--- src/rtl/cam_ctrl_if.sv ---
// Client-side request/response channel of cam_ctrl.
// Member names keep the controller's point of view: _i into cam_ctrl, _o out of it.
interface cam_ctrl_if #(
  parameter int unsigned KEY_W = 32,
  parameter int unsigned IDX_W = 5
);
  logic             req_valid_i;
  logic             req_ready_o;
  logic             req_op_i;
  logic [KEY_W-1:0] req_key_i;
  logic             rsp_valid_o;
  logic             rsp_ready_i;
  logic             rsp_hit_o;
  logic [IDX_W-1:0] rsp_index_o;
  logic             rsp_err_o;

  modport master (
    output req_valid_i, req_op_i, req_key_i, rsp_ready_i,
    input  req_ready_o, rsp_valid_o, rsp_hit_o, rsp_index_o, rsp_err_o
  );

  modport slave (
    input  req_valid_i, req_op_i, req_key_i, rsp_ready_i,
    output req_ready_o, rsp_valid_o, rsp_hit_o, rsp_index_o, rsp_err_o
  );
endinterface

--- src/rtl/cam_ctrl.sv ---
// Lookup/insert sequencer for a 32-entry CAM with slot allocation and occupancy tracking.
// Define CAM_CTRL_EVICT_EN to overwrite a round-robin victim slot on insert-when-full.
module cam_ctrl #(
  parameter int unsigned DEPTH = 32,
  parameter int unsigned KEY_W = 32,
  parameter int unsigned IDX_W = 5
) (
  input  logic             clk_i,
  input  logic             rst_i,
  cam_ctrl_if.slave        bus,
  output logic [IDX_W:0]   occupancy_o,
  output logic             cam_write_enable_o,
  output logic [IDX_W-1:0] cam_write_index_o,
  output logic [KEY_W-1:0] cam_write_data_o,
  output logic             cam_search_enable_o,
  output logic [KEY_W-1:0] cam_search_data_o,
  input  logic [IDX_W-1:0] cam_search_index_i,
  input  logic             cam_search_valid_i
);

  typedef enum logic [1:0] {StIdle, StSearch, StWrite, StResp} state_e;

  state_e           r_state, w_state_next;
  logic             r_op;
  logic [KEY_W-1:0] r_key;
  logic [DEPTH-1:0] r_bitmap;
  logic [IDX_W:0]   r_occ;
  logic             r_hit;
  logic             r_err;
  logic [IDX_W-1:0] r_index;
  logic             w_ready;
  logic             w_accept;
  logic             w_full;
  logic [IDX_W-1:0] w_free_idx;

`ifdef CAM_CTRL_EVICT_EN
  logic [IDX_W-1:0] r_victim;
`endif

  assign w_ready  = (r_state == StIdle) && !rst_i;
  assign w_accept = w_ready && bus.req_valid_i;
  assign w_full   = (r_occ == (IDX_W + 1)'(DEPTH));

  // Lowest clear bit of the bitmap; scanning downwards lets the lowest index win.
  always_comb begin
    w_free_idx = '0;
    for (int i = int'(DEPTH) - 1; i >= 0; i--) begin
      if (!r_bitmap[i]) w_free_idx = IDX_W'(i);
    end
  end

  always_ff @(posedge clk_i) begin
    if (rst_i) r_state <= StIdle;
    else       r_state <= w_state_next;
  end

  always_comb begin
    w_state_next = r_state;
    unique case (r_state)
      StIdle:   if (w_accept) w_state_next = StSearch;
      StSearch: begin
        if (cam_search_valid_i || !r_op) begin
          w_state_next = StResp;
        end else if (!w_full) begin
          w_state_next = StWrite;
        end else begin
`ifdef CAM_CTRL_EVICT_EN
          w_state_next = StWrite;
`else
          w_state_next = StResp;
`endif
        end
      end
      StWrite:  w_state_next = StResp;
      StResp:   if (bus.rsp_ready_i) w_state_next = StIdle;
      default:  w_state_next = StIdle;
    endcase
  end

  // Strobes are gated by rst_i so a reset landing on WRITE never reaches the CAM.
  always_comb begin
    bus.req_ready_o     = w_ready;
    bus.rsp_valid_o     = 1'b0;
    cam_write_enable_o  = 1'b0;
    cam_write_index_o   = '0;
    cam_write_data_o    = '0;
    cam_search_enable_o = 1'b0;
    cam_search_data_o   = '0;
    if (!rst_i) begin
      unique case (r_state)
        StSearch: begin
          cam_search_enable_o = 1'b1;
          cam_search_data_o   = r_key;
        end
        StWrite: begin
          cam_write_enable_o = 1'b1;
          cam_write_index_o  = r_index;
          cam_write_data_o   = r_key;
        end
        StResp:  bus.rsp_valid_o = 1'b1;
        default: ;
      endcase
    end
  end

  assign bus.rsp_hit_o   = r_hit;
  assign bus.rsp_index_o = r_index;
  assign bus.rsp_err_o   = r_err;
  assign occupancy_o     = r_occ;

  always_ff @(posedge clk_i) begin
    if (rst_i) begin
      r_op     <= 1'b0;
      r_key    <= '0;
      r_bitmap <= '0;
      r_occ    <= '0;
      r_hit    <= 1'b0;
      r_err    <= 1'b0;
      r_index  <= '0;
`ifdef CAM_CTRL_EVICT_EN
      r_victim <= '0;
`endif
    end else begin
      unique case (r_state)
        StIdle: begin
          if (w_accept) begin
            r_op    <= bus.req_op_i;
            r_key   <= bus.req_key_i;
            r_hit   <= 1'b0;
            r_err   <= 1'b0;
            r_index <= '0;
          end
        end
        StSearch: begin
          if (cam_search_valid_i) begin
            r_hit   <= 1'b1;
            r_index <= cam_search_index_i;
          end else if (r_op) begin
`ifdef CAM_CTRL_EVICT_EN
            r_index <= w_full ? r_victim : w_free_idx;
`else
            if (w_full) r_err   <= 1'b1;
            else        r_index <= w_free_idx;
`endif
          end
        end
        StWrite: begin
          r_bitmap[r_index] <= 1'b1;
          if (!r_bitmap[r_index]) begin
            r_occ <= r_occ + 1'b1;
          end
`ifdef CAM_CTRL_EVICT_EN
          else begin
            r_victim <= r_victim + 1'b1;
          end
`endif
        end
        default: ;
      endcase
    end
  end

endmodule

--- src/flat_wrapper.sv ---
// flat-port wrapper written by rule: the top's interface ports become plain ports
module cam_ctrl_flat 
#(
  parameter int unsigned DEPTH = 32,
  parameter int unsigned KEY_W = 32,
  parameter int unsigned IDX_W = 5
)
  (clk_i, rst_i, occupancy_o, cam_write_enable_o, cam_write_index_o, cam_write_data_o, cam_search_enable_o, cam_search_data_o, cam_search_index_i, cam_search_valid_i, bus_req_valid_i, bus_req_op_i, bus_req_key_i, bus_rsp_ready_i, bus_req_ready_o, bus_rsp_valid_o, bus_rsp_hit_o, bus_rsp_index_o, bus_rsp_err_o);
  cam_ctrl_if #(.KEY_W(KEY_W), .IDX_W(IDX_W)) bus_i ();
  input  logic clk_i;
  input  logic rst_i;
  output logic [IDX_W:0] occupancy_o;
  output logic cam_write_enable_o;
  output logic [IDX_W-1:0] cam_write_index_o;
  output logic [KEY_W-1:0] cam_write_data_o;
  output logic cam_search_enable_o;
  output logic [KEY_W-1:0] cam_search_data_o;
  input  logic [IDX_W-1:0] cam_search_index_i;
  input  logic cam_search_valid_i;
  input wire logic [$bits(bus_i.req_valid_i)-1:0] bus_req_valid_i;
  input wire logic [$bits(bus_i.req_op_i)-1:0] bus_req_op_i;
  input wire logic [$bits(bus_i.req_key_i)-1:0] bus_req_key_i;
  input wire logic [$bits(bus_i.rsp_ready_i)-1:0] bus_rsp_ready_i;
  output wire logic [$bits(bus_i.req_ready_o)-1:0] bus_req_ready_o;
  output wire logic [$bits(bus_i.rsp_valid_o)-1:0] bus_rsp_valid_o;
  output wire logic [$bits(bus_i.rsp_hit_o)-1:0] bus_rsp_hit_o;
  output wire logic [$bits(bus_i.rsp_index_o)-1:0] bus_rsp_index_o;
  output wire logic [$bits(bus_i.rsp_err_o)-1:0] bus_rsp_err_o;
  assign bus_i.req_valid_i = bus_req_valid_i;
  assign bus_i.req_op_i = bus_req_op_i;
  assign bus_i.req_key_i = bus_req_key_i;
  assign bus_i.rsp_ready_i = bus_rsp_ready_i;
  assign bus_req_ready_o = bus_i.req_ready_o;
  assign bus_rsp_valid_o = bus_i.rsp_valid_o;
  assign bus_rsp_hit_o = bus_i.rsp_hit_o;
  assign bus_rsp_index_o = bus_i.rsp_index_o;
  assign bus_rsp_err_o = bus_i.rsp_err_o;
  cam_ctrl #(.DEPTH(DEPTH), .KEY_W(KEY_W), .IDX_W(IDX_W)) u_core (.clk_i(clk_i), .rst_i(rst_i), .bus(bus_i), .occupancy_o(occupancy_o), .cam_write_enable_o(cam_write_enable_o), .cam_write_index_o(cam_write_index_o), .cam_write_data_o(cam_write_data_o), .cam_search_enable_o(cam_search_enable_o), .cam_search_data_o(cam_search_data_o), .cam_search_index_i(cam_search_index_i), .cam_search_valid_i(cam_search_valid_i));
endmodule
--- config.mk ---
export PLATFORM = sky130hd
export DESIGN_NAME = cam_ctrl_flat
export DESIGN_NICKNAME = d
export VERILOG_FILES = /design/src/rtl/cam_ctrl_if.sv /design/src/rtl/cam_ctrl.sv /design/src/flat_wrapper.sv
export SDC_FILE = /design/constraint.sdc
export NUM_CORES = 1
export LEC_CHECK = 0
export BUFFER_PORTS_ARGS = -buffer_cell sky130_fd_sc_hd__clkbuf_2
export CAP_MARGIN = 20
export CORE_MARGIN = 2
export CORE_UTILIZATION = 52
export DETAILED_ROUTE_END_ITERATION = 12
export PLACE_DENSITY = 0.83
export SLEW_MARGIN = 15
export SYNTH_ARGS = -nofsm -noshare
export SYNTH_HDL_FRONTEND = slang
export SYNTH_SLANG_ARGS = --single-unit
--- constraint.sdc ---
create_clock -name clk_i -period 2.55 [get_ports clk_i]
set_input_delay 0.1275 -clock clk_i [delete_from_list [all_inputs] [get_ports clk_i]]
set_output_delay 0.1275 -clock clk_i [all_outputs]
set_load 0.005 [all_outputs]
After elaboration in Yosys (flattened, before gate mapping). Index checks and enable logic that the tools add are counted.

$add $sub $neg: 1. Muxes and demuxes: 65. Equal/unequal tests: 12. Bitwise gates (word level): 2. Reduce and logical (&&, ||, !) cells: 14. $lt $le $gt $ge: 2.

Operators by type and width (count): $mux 5 (38); $mux 32 (4); $or 32x32->32 (1); $mux 1 (14); $pmux 5 s2 (1); $pmux 2 s4 (1); $add 6x1->6 const B (1); $eq 6x6->1 const B (1); $lt 5x6->1 const B (1); $mux 2 (3); $ne 2x1->1 const B (3); $ne 2x2->1 const B (3); $reduce_and 2->1 (3); $bmux 1 s5 (1); $demux 1 s5 (1); $ge 5x1->1 const B (1); $reduce_and 5->1 (1); $eq 2x2->1 const B (2); $pmux 1 s2 (2); $reduce_and 4->1 (1); $logic_and 1x1->1 (3); $ne 3x2->1 const B (1); $ne 3x3->1 const B (1); $reduce_and 3->1 (1); 6 further kinds (7).

Output and inout port bits: 86. Logic and storage cells: 104. Register bits: 80. Input bits: 43.

Depth between registers and ports, before layout. Gate-level depths: netlist (run 1).

Depth in word-level cells: 36. Depth in mapped cells: 9. Gate-level depth less buffers: 8.

Worst setup path before layout (run 1). OpenSTA, ideal clock, no wires.

Kind: register to register. Start: reg u_core.r_index[0] (netlist: u_core.bus.rsp_index_o[0]). End: reg u_core.r_occ[4] (netlist: u_core.occupancy_o[4]). Required time: 2.480 ns. Cell stages (with the launch flop): 9. Slack: 0.383 ns. Data arrival time: 2.098 ns. Clock period less this slack: 2.167 ns. Library setup time: 0.070 ns. Cells stage by stage: dfxtp_1 -> buf_6 -> mux4_2 -> a22oi_1 -> nand2_1 -> a21o_1 -> buf_6 -> or4_1 -> a21oi_1.

Longest elaborated chain between the ends: 4.

RTL lines: start, declared (line cam_ctrl.sv:30) `logic [IDX_W-1:0] r_index;`; start signal, assigned (line cam_ctrl.sv:137) `r_index <= cam_search_index_i;`; start signal, assigned (line cam_ctrl.sv:143) `else r_index <= w_free_idx;`; $bmux 1 s5 (line cam_ctrl.sv:149) `if (!r_bitmap[r_index]) begin`; $mux 1 (not written as such) (line cam_ctrl.sv:149); $not 1->1 (no source line); $reduce_and 2->1 (no source line); end signal, assigned (line cam_ctrl.sv:150) `r_occ <= r_occ + 1'b1;`; end, declared (line cam_ctrl.sv:27) `logic [IDX_W:0] r_occ;`.

No other way between the ends. The select of a mux whose other input is x is not followed. A chain may end at the register's enable or synchronous reset.

Final worst setup path (run 1).
Start: reg u_core.r_state[1]. End: out cam_search_data_o[9].

Longest elaborated chain between the ends: 3.

RTL lines: start, declared (line cam_ctrl.sv:23) `state_e r_state, w_state_next;`; start signal, assigned (line cam_ctrl.sv:53) `if (rst_i) r_state <= StIdle;`; start signal, assigned (line cam_ctrl.sv:54) `else r_state <= w_state_next;`; $eq 2x1->1 (line cam_ctrl.sv:90) `unique case (r_state)`; $mux 32 (line cam_ctrl.sv:90); $mux 32 (line cam_ctrl.sv:89) `if (!rst_i) begin`; end, declared (line flat_wrapper.sv:17) `output logic [KEY_W-1:0] cam_search_data_o;`.

No other way between the ends.

==> impl_metrics.ini, run 1 <==
[run_status]
status = completed

[clock_tree]
cts_buffers = 9
ctsHtreeMaxLevel = 3
ctsResizeCount = 0
cts.sinks = 80
cts_tree = yes
cts.path.max_buffers = 2
post_cts_buffers = 0
clk_latency_ns = 0.36
cts-root-buf = clkbuf_8
hold_buffers = 33
path_clk_slew_ns = 0.08

[floorplanning]
initial_core_util_pct = 53.8
ios = 129
die-area_um2 = 8780
coreArea_um2 = 7770
die_x_um = 93.7
rows = 32
die_y_um = 93.7

[place]
dp_hpwl_mm = 8.78
portBuffers = 128
gp_congestion = 0.979
placed_cells = 748
place_area_um2 = 4920

[critical_path]
crit_path_top_delay_cell = ha_1
cp_cell_sequence = inv_1 > ha_1 > inv_2 > nor2_1 > buf_4 > and2_1 > clkbuf_2
critPathKind = reg2out
crit_path_start_kind = flip-flop
worstReg2RegEnd = u_core.occupancy_o[4]
cp_max_fo = 34
r2r_slack_ns = 0.23
cp.arrival_ns = 2.22
cp-startpoint = u_core.r_state[1]
crit_required_ns = 2.42
critPathMaxStageDelay_ns = 0.41
rr_startpoint = u_core.bus.rsp_index_o[0]
r2r_cells = 7
endpoint = cam_search_data_o[9]
worst_setup_path_end_kind = primary output

[cells_and_area]
fin_cells = 797
multiInputGateArea_um2 = 2360
antenna_cells = 0
fin_area_um2 = 5430
final_nets = 740
area_growth_pct = 29.8
drive_gt1_share_pct = 24.9
fillCellCount = 630
seq_area_um2 = 1600
final_core_util_pct = 69.9

[yosys]
synth_cell_types = 49
yosysWarningCount = 0
syn_inst = 534
synth_area_per_cell_um2 = 7.83
ys_seq_area_share_pct = 38.3
synth_most_common_cell = nand2_1
yosys-top-cells-area = dfxtp_1, and2_1, nand2_1
synth_area_leader_cell = dfxtp_1
synth_area_um2 = 4180
synthArstFlopShare_pct = 0
syn_nets = 584
synth_top_area_share_pct = 38.3
synth_edf_count = 0
ys_ff_latch = 80
synthTopCellsByCount = nand2_1, dfxtp_1, and2_1
ys.flop_type = dfxtp_1

[hold_path]
hold_path_class = in2reg
min_from = cam_search_index_i[0]
hold_path_depth = 3

[routing]
vias_per_cell = 5.62
initialDrtViolationCount = 260
drt-pass1-iter-count = 4
vias = 4479
drt_wl_total_mm = 13.1
wire_per_inst_um = 16.4
post-route-drc-count = 0
antenna_left = 0

[run]
drv_cap = 0

[power]
p_leak_uw = 0.00248
ir_drop_v = 0.000307
p_per_area_nw_per_um2 = 596

[global_route]
grt.busiest_layer = met2
grt_pass1_vias = 4362
gr-total-overflow = 0
grtUsageMet1_pct = 36.8
met3_usage_pct = 6.90
grt_usage_pct = 30.2
use_met2_pct = 50.7
grt_antenna_before_repair = 0
grt_max_degree = 51
grt_first_pass_wirelength_mm = 20.9

[timing]
tns_ns = 0
setup_viol = 0
finalCriticalPeriod_ns = 2.34
max_freq_mhz = 427
hold_viol = 0
skew_ns = 0.0134
tightest_slew_ns = 0.711
rsz0062_at_grt = no
relSlewSlack_pct = 52.4
period_share_pct = 91.9
final-max-slew-violation-count = 0
[metal layers]
layer	up-vias	part of all wire, %	routed length, um
li1	2128	-	-
met1	2103	41	5340
met4	0	2.9	383
met3	34	6.5	854
met2	214	50	6470
met5	-	0	0
[registers in the layout (all words and copies together) (netlist names)]
register,cells
u_core.bus.rsp_err_o,1
u_core.bus.rsp_hit_o,1
u_core.bus.rsp_index_o,5
u_core.occupancy_o,6
u_core.r_bitmap,32
u_core.r_key,32
u_core.r_op,1
u_core.r_state,2
[final cells by class]
| type | count | share of cell area, % |
|---|---|---|
| multi-input combinational | 404 | 43.4 |
| inverter | 17 | 1.18 |
| clock inverter | 7 | 1.01 |
| clock buffer | 9 | 2.28 |
| timing repair buffer | 178 | 20.2 |
| sequential | 80 | 29.5 |
| tap | 102 | 2.35 |
[worst min path at each step]
stage / to
CTS: u_core.bus.rsp_index_o[0]
finish: u_core.bus.rsp_index_o[0]
global placement: u_core.r_key[30]
floorplan: u_core.r_key[0]
global route: u_core.bus.rsp_index_o[0]
detailed placement: u_core.r_key[14]
[metrics by stage]
step,total power [uW],setup slack (ns),hold slack [ns]
after floorplan,2010,0.383,0.226
after global placement,2270,0.324,0.311
after detailed placement,2320,0.274,0.316
after CTS,3210,0.232,0.121
after global routing,3400,0.0871,0.120
final,3230,0.206,0.129
[cell families (layout without fill, tap and decap cells)]
group	count (synthesis)	count (layout)	share of synthesized area, %
DFF	80	80	38.3
adders and majority gates	7	7	2.09
buffers and inverters	50	211	5.36
AOI/OAI and AO/OA	94	94	13.5
muxes	15	15	4.55
xor gates and xnor gates	1	1	0.209
and+or+nand+nor	287	287	36.0
[cell usage in the layout (no fill, tap or decap), drive strengths merged, types with 3 or more instances in the layout]
cell	n
nand3	5
nor3b	4
nand2	89
clkinv	3
a21oi	53
o31ai	3
nand3b	34
and3b	4
ha	7
nor2	47
nand4	10
or3	3
nor2b	5
nand2b	3
clkbuf	137
and2	67
mux2	12
buf	17
a22oi	8
inv	20
and3	4
o21ai	10
dfxtp	80
nor3	6
dlygate4sd3	33
[worst max-delay path: cells and delay by family (launching register included)]
family | cells | cell delay, ns
DFF | 1 | 0.34
buffers and inverters | 4 | 0.70
adders and majority gates | 1 | 0.41
and+or+nand+nor | 2 | 0.39
[power breakdown]
| part | switching, uW | internal (uW) |
|---|---|---|
| Combinational | 520 | 344 |
| Sequential | 116 | 1380 |
| Clock | 503 | 365 |
| Total | 1140 | 2090 |
Power figures use the tool's default switching activity.
==> run 2, diff against run 1 <==
--- a/config.mk
+++ b/config.mk
@@ -10,7 +10,7 @@
 export CORE_MARGIN = 2
 export CORE_UTILIZATION = 52
 export DETAILED_ROUTE_END_ITERATION = 12
-export PLACE_DENSITY = 0.83
+export PLACE_DENSITY = 0.81
 export SLEW_MARGIN = 15
 export SYNTH_ARGS = -nofsm -noshare
 export SYNTH_HDL_FRONTEND = slang
==> run 2 against run 1 <==
Net effect: clock power is 0.7% lower; final cell count is the same; flip-flop and latch count is the same; critical endpoint is now cam_search_data_o[16]; largest power group unchanged.
==> impl_metrics.ini, run 2 (same netlist as run 1, synthesis figures left out) <==
[hold_path]
min_to = u_core.bus.rsp_index_o[0]
min_from = cam_search_index_i[0]
hold_path_depth = 3
hold_path_class = in2reg

[floorplanning]
ios = 129
die-area_um2 = 8780
die_x_um = 93.7
rows = 32
coreArea_um2 = 7770
die_y_um = 93.7
initial_core_util_pct = 53.8

[run_status]
status = completed

[clock_tree]
cts.path.max_buffers = 2
cts-root-buf = clkbuf_8
post_cts_buffers = 0
ctsHtreeMaxLevel = 3
cts_tree = yes
cts.sinks = 80
clk_latency_ns = 0.36
path_clk_slew_ns = 0.08
cts_buffers = 9

[place]
dp_hpwl_mm = 8.74
gp_congestion = 0.987
place_area_um2 = 4920
portBuffers = 128
dpl_worst_slack_ns = 0.207

[power]
p_per_area_nw_per_um2 = 593
p_leak_uw = 0.00247
ir_drop_v = 0.000331

[routing]
antenna_left = 0
drt_wl_total_mm = 13.2
wire_per_inst_um = 16.5
drt-pass1-iter-count = 5
initialDrtViolationCount = 271
vias = 4504
post-route-drc-count = 0
vias_per_cell = 5.65

[cells_and_area]
fin_area_um2 = 5430
layout.cells.most_common_list = clkbuf_2, nand2_1, dfxtp_1
fillCellCount = 634
final_common_cell = clkbuf_2
antenna_cells = 0
drive_gt1_share_pct = 24.9
area_growth_pct = 29.8
final_nets = 740

[run]
drv_cap = 0

[timing]
tightest_slew_ns = 0.726
skew_ns = 0.0108
setup_viol = 0
rsz0062_at_grt = no
relSlewSlack_pct = 51.5
finalCriticalPeriod_ns = 2.43
setup_ws_ns = 0.124
tns_ns = 0
final-max-slew-violation-count = 0
hold_viol = 0
period_share_pct = 95.1
max_freq_mhz = 412

[critical_path]
cp_cell_sequence = inv_1 > ha_1 > inv_2 > nor2_1 > buf_4 > and2_1 > clkbuf_2
worstReg2RegEnd = u_core.occupancy_o[5]
cp.arrival_ns = 2.30
critPathMaxStageDelay_ns = 0.37
rr_startpoint = u_core.bus.rsp_index_o[0]
r2r_slack_ns = 0.16
crit_required_ns = 2.42
crit_path_top_delay_cell = ha_1
cp_max_fo = 32
r2r_cells = 7
critPathKind = reg2out
worst_setup_path_end_kind = primary output
crit_path_start_kind = flip-flop

[global_route]
grt_usage_pct = 30.2
gr-total-overflow = 0
grt_pass1_vias = 4282
grt_first_pass_wirelength_mm = 20.9
grt_max_degree = 35
grt_antenna_before_repair = 0
## run 2: changes by cell type in the layout (fill, tap and decap cells not counted), sizes merged
cell      change
clkbuf        +2
clkinv        -1
clkinvlp      +2
inv           -3
## run 2: layout make-up
cell class	instances	area, um^2	area share [%]
inverter	17	63.8	1.18
timing repair buffer	178	1100	20.2
tap	102	128	2.35
sequential	80	1600	29.5
clock inverter	5	32.5	0.599
clock buffer	11	141	2.61
multi-input combinational	404	2360	43.5
## run 2: repair_timing
action                                  4_1_cts  5_1_grt
hold buffers                                 33        0
endpoints found under the setup margin        0        0
endpoints found under the hold margin        33        0
gates resized for setup                       0        0
## run 2: worst max-delay path: cells and delay by family (launching register included)
| kind | cells | cell delay (ns) |
|---|---|---|
| buf+inv | 4 | 0.70 |
| simple gates | 2 | 0.52 |
| fa+ha+maj | 1 | 0.37 |
| flops | 1 | 0.35 |
## run 2: worst max path at each step
stage	from	endpoint	slack, ns	cells after the start
floorplan	u_core.bus.rsp_index_o[0]	u_core.occupancy_o[4]	0.38	8
global placement	u_core.bus.rsp_index_o[0]	u_core.occupancy_o[5]	0.28	7
detailed placement	u_core.bus.rsp_index_o[0]	u_core.occupancy_o[5]	0.21	7
CTS	u_core.bus.rsp_index_o[0]	u_core.occupancy_o[5]	0.17	7
global route	u_core.bus.rsp_index_o[0]	u_core.occupancy_o[5]	0.02	7
finish	u_core.r_state[1]	cam_search_data_o[16]	0.12	7
## run 2: power breakdown
part           switching (uW)  internal (uW)
Clock                     485            377
Sequential                116           1380
Combinational             517            340
Total                    1120           2100
## run 2: through the flow
step	hold WS (ns)	utilization, %	total power (uW)	instances
2_1_floorplan	0.226	-	2010	534
3_3_place_gp	0.311	63.4	2260	748
3_5_place_dp	0.316	63.4	2310	748
4_1_cts	0.0930	69.9	3200	797
5_1_grt	0.116	69.9	3370	797
6_report	0.108	69.9	3220	797
## run 2: per-layer routing
metal	GRT usage [%]	up-vias	wire length (um)
li1	-	2127	-
met1	37.8	2124	5420
met2	50.6	221	6490
met3	6.10	32	893
met4	12.7	0	372
met5	0	-	0
==> run 3, diff against run 2 <==
--- a/config.mk
+++ b/config.mk
@@ -7,10 +7,12 @@
 export LEC_CHECK = 0
 export BUFFER_PORTS_ARGS = -buffer_cell sky130_fd_sc_hd__clkbuf_2
 export CAP_MARGIN = 20
+export CELL_PAD_IN_SITES_DETAIL_PLACEMENT = 0
+export CELL_PAD_IN_SITES_GLOBAL_PLACEMENT = 1
 export CORE_MARGIN = 2
-export CORE_UTILIZATION = 52
+export CORE_UTILIZATION = 37
 export DETAILED_ROUTE_END_ITERATION = 12
-export PLACE_DENSITY = 0.81
+export PLACE_DENSITY = 0.8
 export SLEW_MARGIN = 15
 export SYNTH_ARGS = -nofsm -noshare
 export SYNTH_HDL_FRONTEND = slang
==> run 3 against run 2 <==
Net effect: via count decreased by 3.4%; first-iteration DRC count rose by 44%; non-clock buffer count shrank 1; register-to-register slack gained 0.02 ns; clock skew decreased by 0.0031 ns; hold slack better by 0.0066 ns; core utilization decreased by 19 points; setup slack better by 0.045 ns; power increased by 14%; final cell count grew 4.6%; die area up 39%; critical endpoint is now cam_write_data_o[6]; largest cell class unchanged; largest power group unchanged.
==> impl_metrics.ini, run 3 (same netlist as run 1, synthesis figures left out) <==
[run_status]
status = completed

[clock_tree]
ctsHtreeMaxLevel = 3
post_cts_buffers = 0
path_clk_slew_ns = 0.06
cts-root-buf = clkbuf_16
cts_buffers = 9
cts_tree = yes
cts.sinks = 80
cts.path.max_buffers = 2
clk_latency_ns = 0.34

[cells_and_area]
final_common_cell = clkbuf_2
layout.cells.most_common_list = clkbuf_2, nand2_1, dfxtp_1
final_nets = 739
drive_gt1_share_pct = 24.9
area_growth_pct = 34.1
fin_cells = 834
final_core_util_pct = 51.3
antenna_cells = 0

[timing]
setup_viol = 0
tns_ns = 0
finalCriticalPeriod_ns = 2.38
hold_viol = 0
max_freq_mhz = 420
period_share_pct = 93.4
relSlewSlack_pct = 38.4
tightest_slew_ns = 0.920
final-max-slew-violation-count = 0
skew_ns = 0.00766
rsz0062_at_grt = no

[place]
portBuffers = 128
gp_congestion = 0.864
dp_hpwl_mm = 8.96
placed_cells = 785

[global_route]
gr-total-overflow = 0
grt_pass1_vias = 3958
grt_usage_pct = 21.5
grt_max_degree = 46
grt_antenna_before_repair = 0
grt_first_pass_wirelength_mm = 20.1

[floorplanning]
initial_core_util_pct = 38.2
coreArea_um2 = 10900
rows = 38
die_x_um = 110
ios = 129
die-area_um2 = 12200
die_y_um = 110

[hold_path]
min_to = u_core.bus.rsp_index_o[0]
min_from = cam_search_index_i[0]
hold_path_depth = 3
hold_path_class = in2reg

[routing]
post-route-drc-count = 0
drt-pass1-iter-count = 5
vias_per_cell = 5.22
wire_per_inst_um = 15.4
drt_wl_total_mm = 12.9
initialDrtViolationCount = 389
vias = 4353
antenna_left = 0

[critical_path]
crit_path_top_delay_cell = nor2_2
r2r_cells = 7
crit_required_ns = 2.42
worst_setup_path_end_kind = primary output
path_buf_inv = 4
cp_max_fo = 26
r2r_slack_ns = 0.18
crit_path_start_kind = flip-flop
cp_cell_sequence = inv_1 > ha_1 > inv_1 > nor2_2 > buf_4 > and2_1 > clkbuf_2
worstReg2RegEnd = u_core.occupancy_o[4]
worst_path_most_repeated_cell = inv_1
rr_startpoint = u_core.bus.rsp_index_o[0]
cp.arrival_ns = 2.25
critPathKind = reg2out
critPathMaxStageDelay_ns = 0.40
crit_cells = 7
crit_family = buffers and inverters

[power]
ir_drop_v = 0.000379
p_leak_uw = 0.00254
p_per_area_nw_per_um2 = 655
p_total_uw = 3670

[run]
drv_cap = 0
run 3: cell count changes in the layout (fill, tap and decap cells not counted):
cell        previous run  this run
inv_6                  0         3
clkinvlp_4             3         1
buf_6                  0         1
clkbuf_16              0         9
clkbuf_8              10         1
clkbuf_1               1         0
bufinv_16              0         1
buf_4                 17        15
clkinv_4               0         1
clkinv_2               2         0
run 3: how the worst max path moves through the flow:
stage / start / slack, ns / endpoint
floorplan: u_core.bus.rsp_index_o[0] / 0.38 / u_core.occupancy_o[4]
global placement: u_core.bus.rsp_index_o[0] / 0.27 / u_core.occupancy_o[5]
detailed placement: u_core.bus.rsp_index_o[0] / 0.18 / u_core.occupancy_o[5]
CTS: u_core.bus.rsp_index_o[0] / 0.15 / u_core.occupancy_o[5]
global route: u_core.r_state[0] / 0.003 / cam_write_data_o[19]
finish: u_core.r_state[0] / 0.17 / cam_write_data_o[6]
run 3: stage by stage:
stage	cell area, um^2	setup slack, ns	hold slack (ns)
finish	5610	0.168	0.115
global route	5610	0.00286	0.132
CTS	5600	0.149	0.103
detailed placement	4960	0.177	0.318
global placement	4960	0.268	0.311
floorplan	4180	0.383	0.226
run 3: routing by layer:
| layer | part of all wire [%] | track usage [%] |
|---|---|---|
| met1 | 44 | 28.2 |
| met3 | 6.3 | 4.35 |
| met4 | 2.5 | 8.93 |
| met5 | 0 | 0 |
| met2 | 47 | 34.3 |
run 3: tightest hold or removal path: stages:
cell and delay, ns:
clkbuf_2 0.08, a32oi_1 0.09, a21oi_1 0.11
run 3: what timing repair did:
action                                 4_1_cts  5_1_grt
gates resized for setup                      0        1
setup endpoints to repair                    0        1
endpoints found under the hold margin       33        0
hold buffers                                33        0
run 3: final cells by class:
cell class / count / area, um^2
tap: 140 / 175
clock inverter: 6 / 72.6
sequential: 80 / 1600
fill: 1074 / 5330
clock buffer: 10 / 239
timing repair buffer: 177 / 1090
multi-input combinational: 404 / 2360
inverter: 17 / 63.8
run 3: power by group:
group	switching, uW	internal [uW]	leakage [uW]	total, uW
registers	121	1390	0.000650	1510
clock network	540	797	0.000150	1340
logic	494	335	0.00174	829
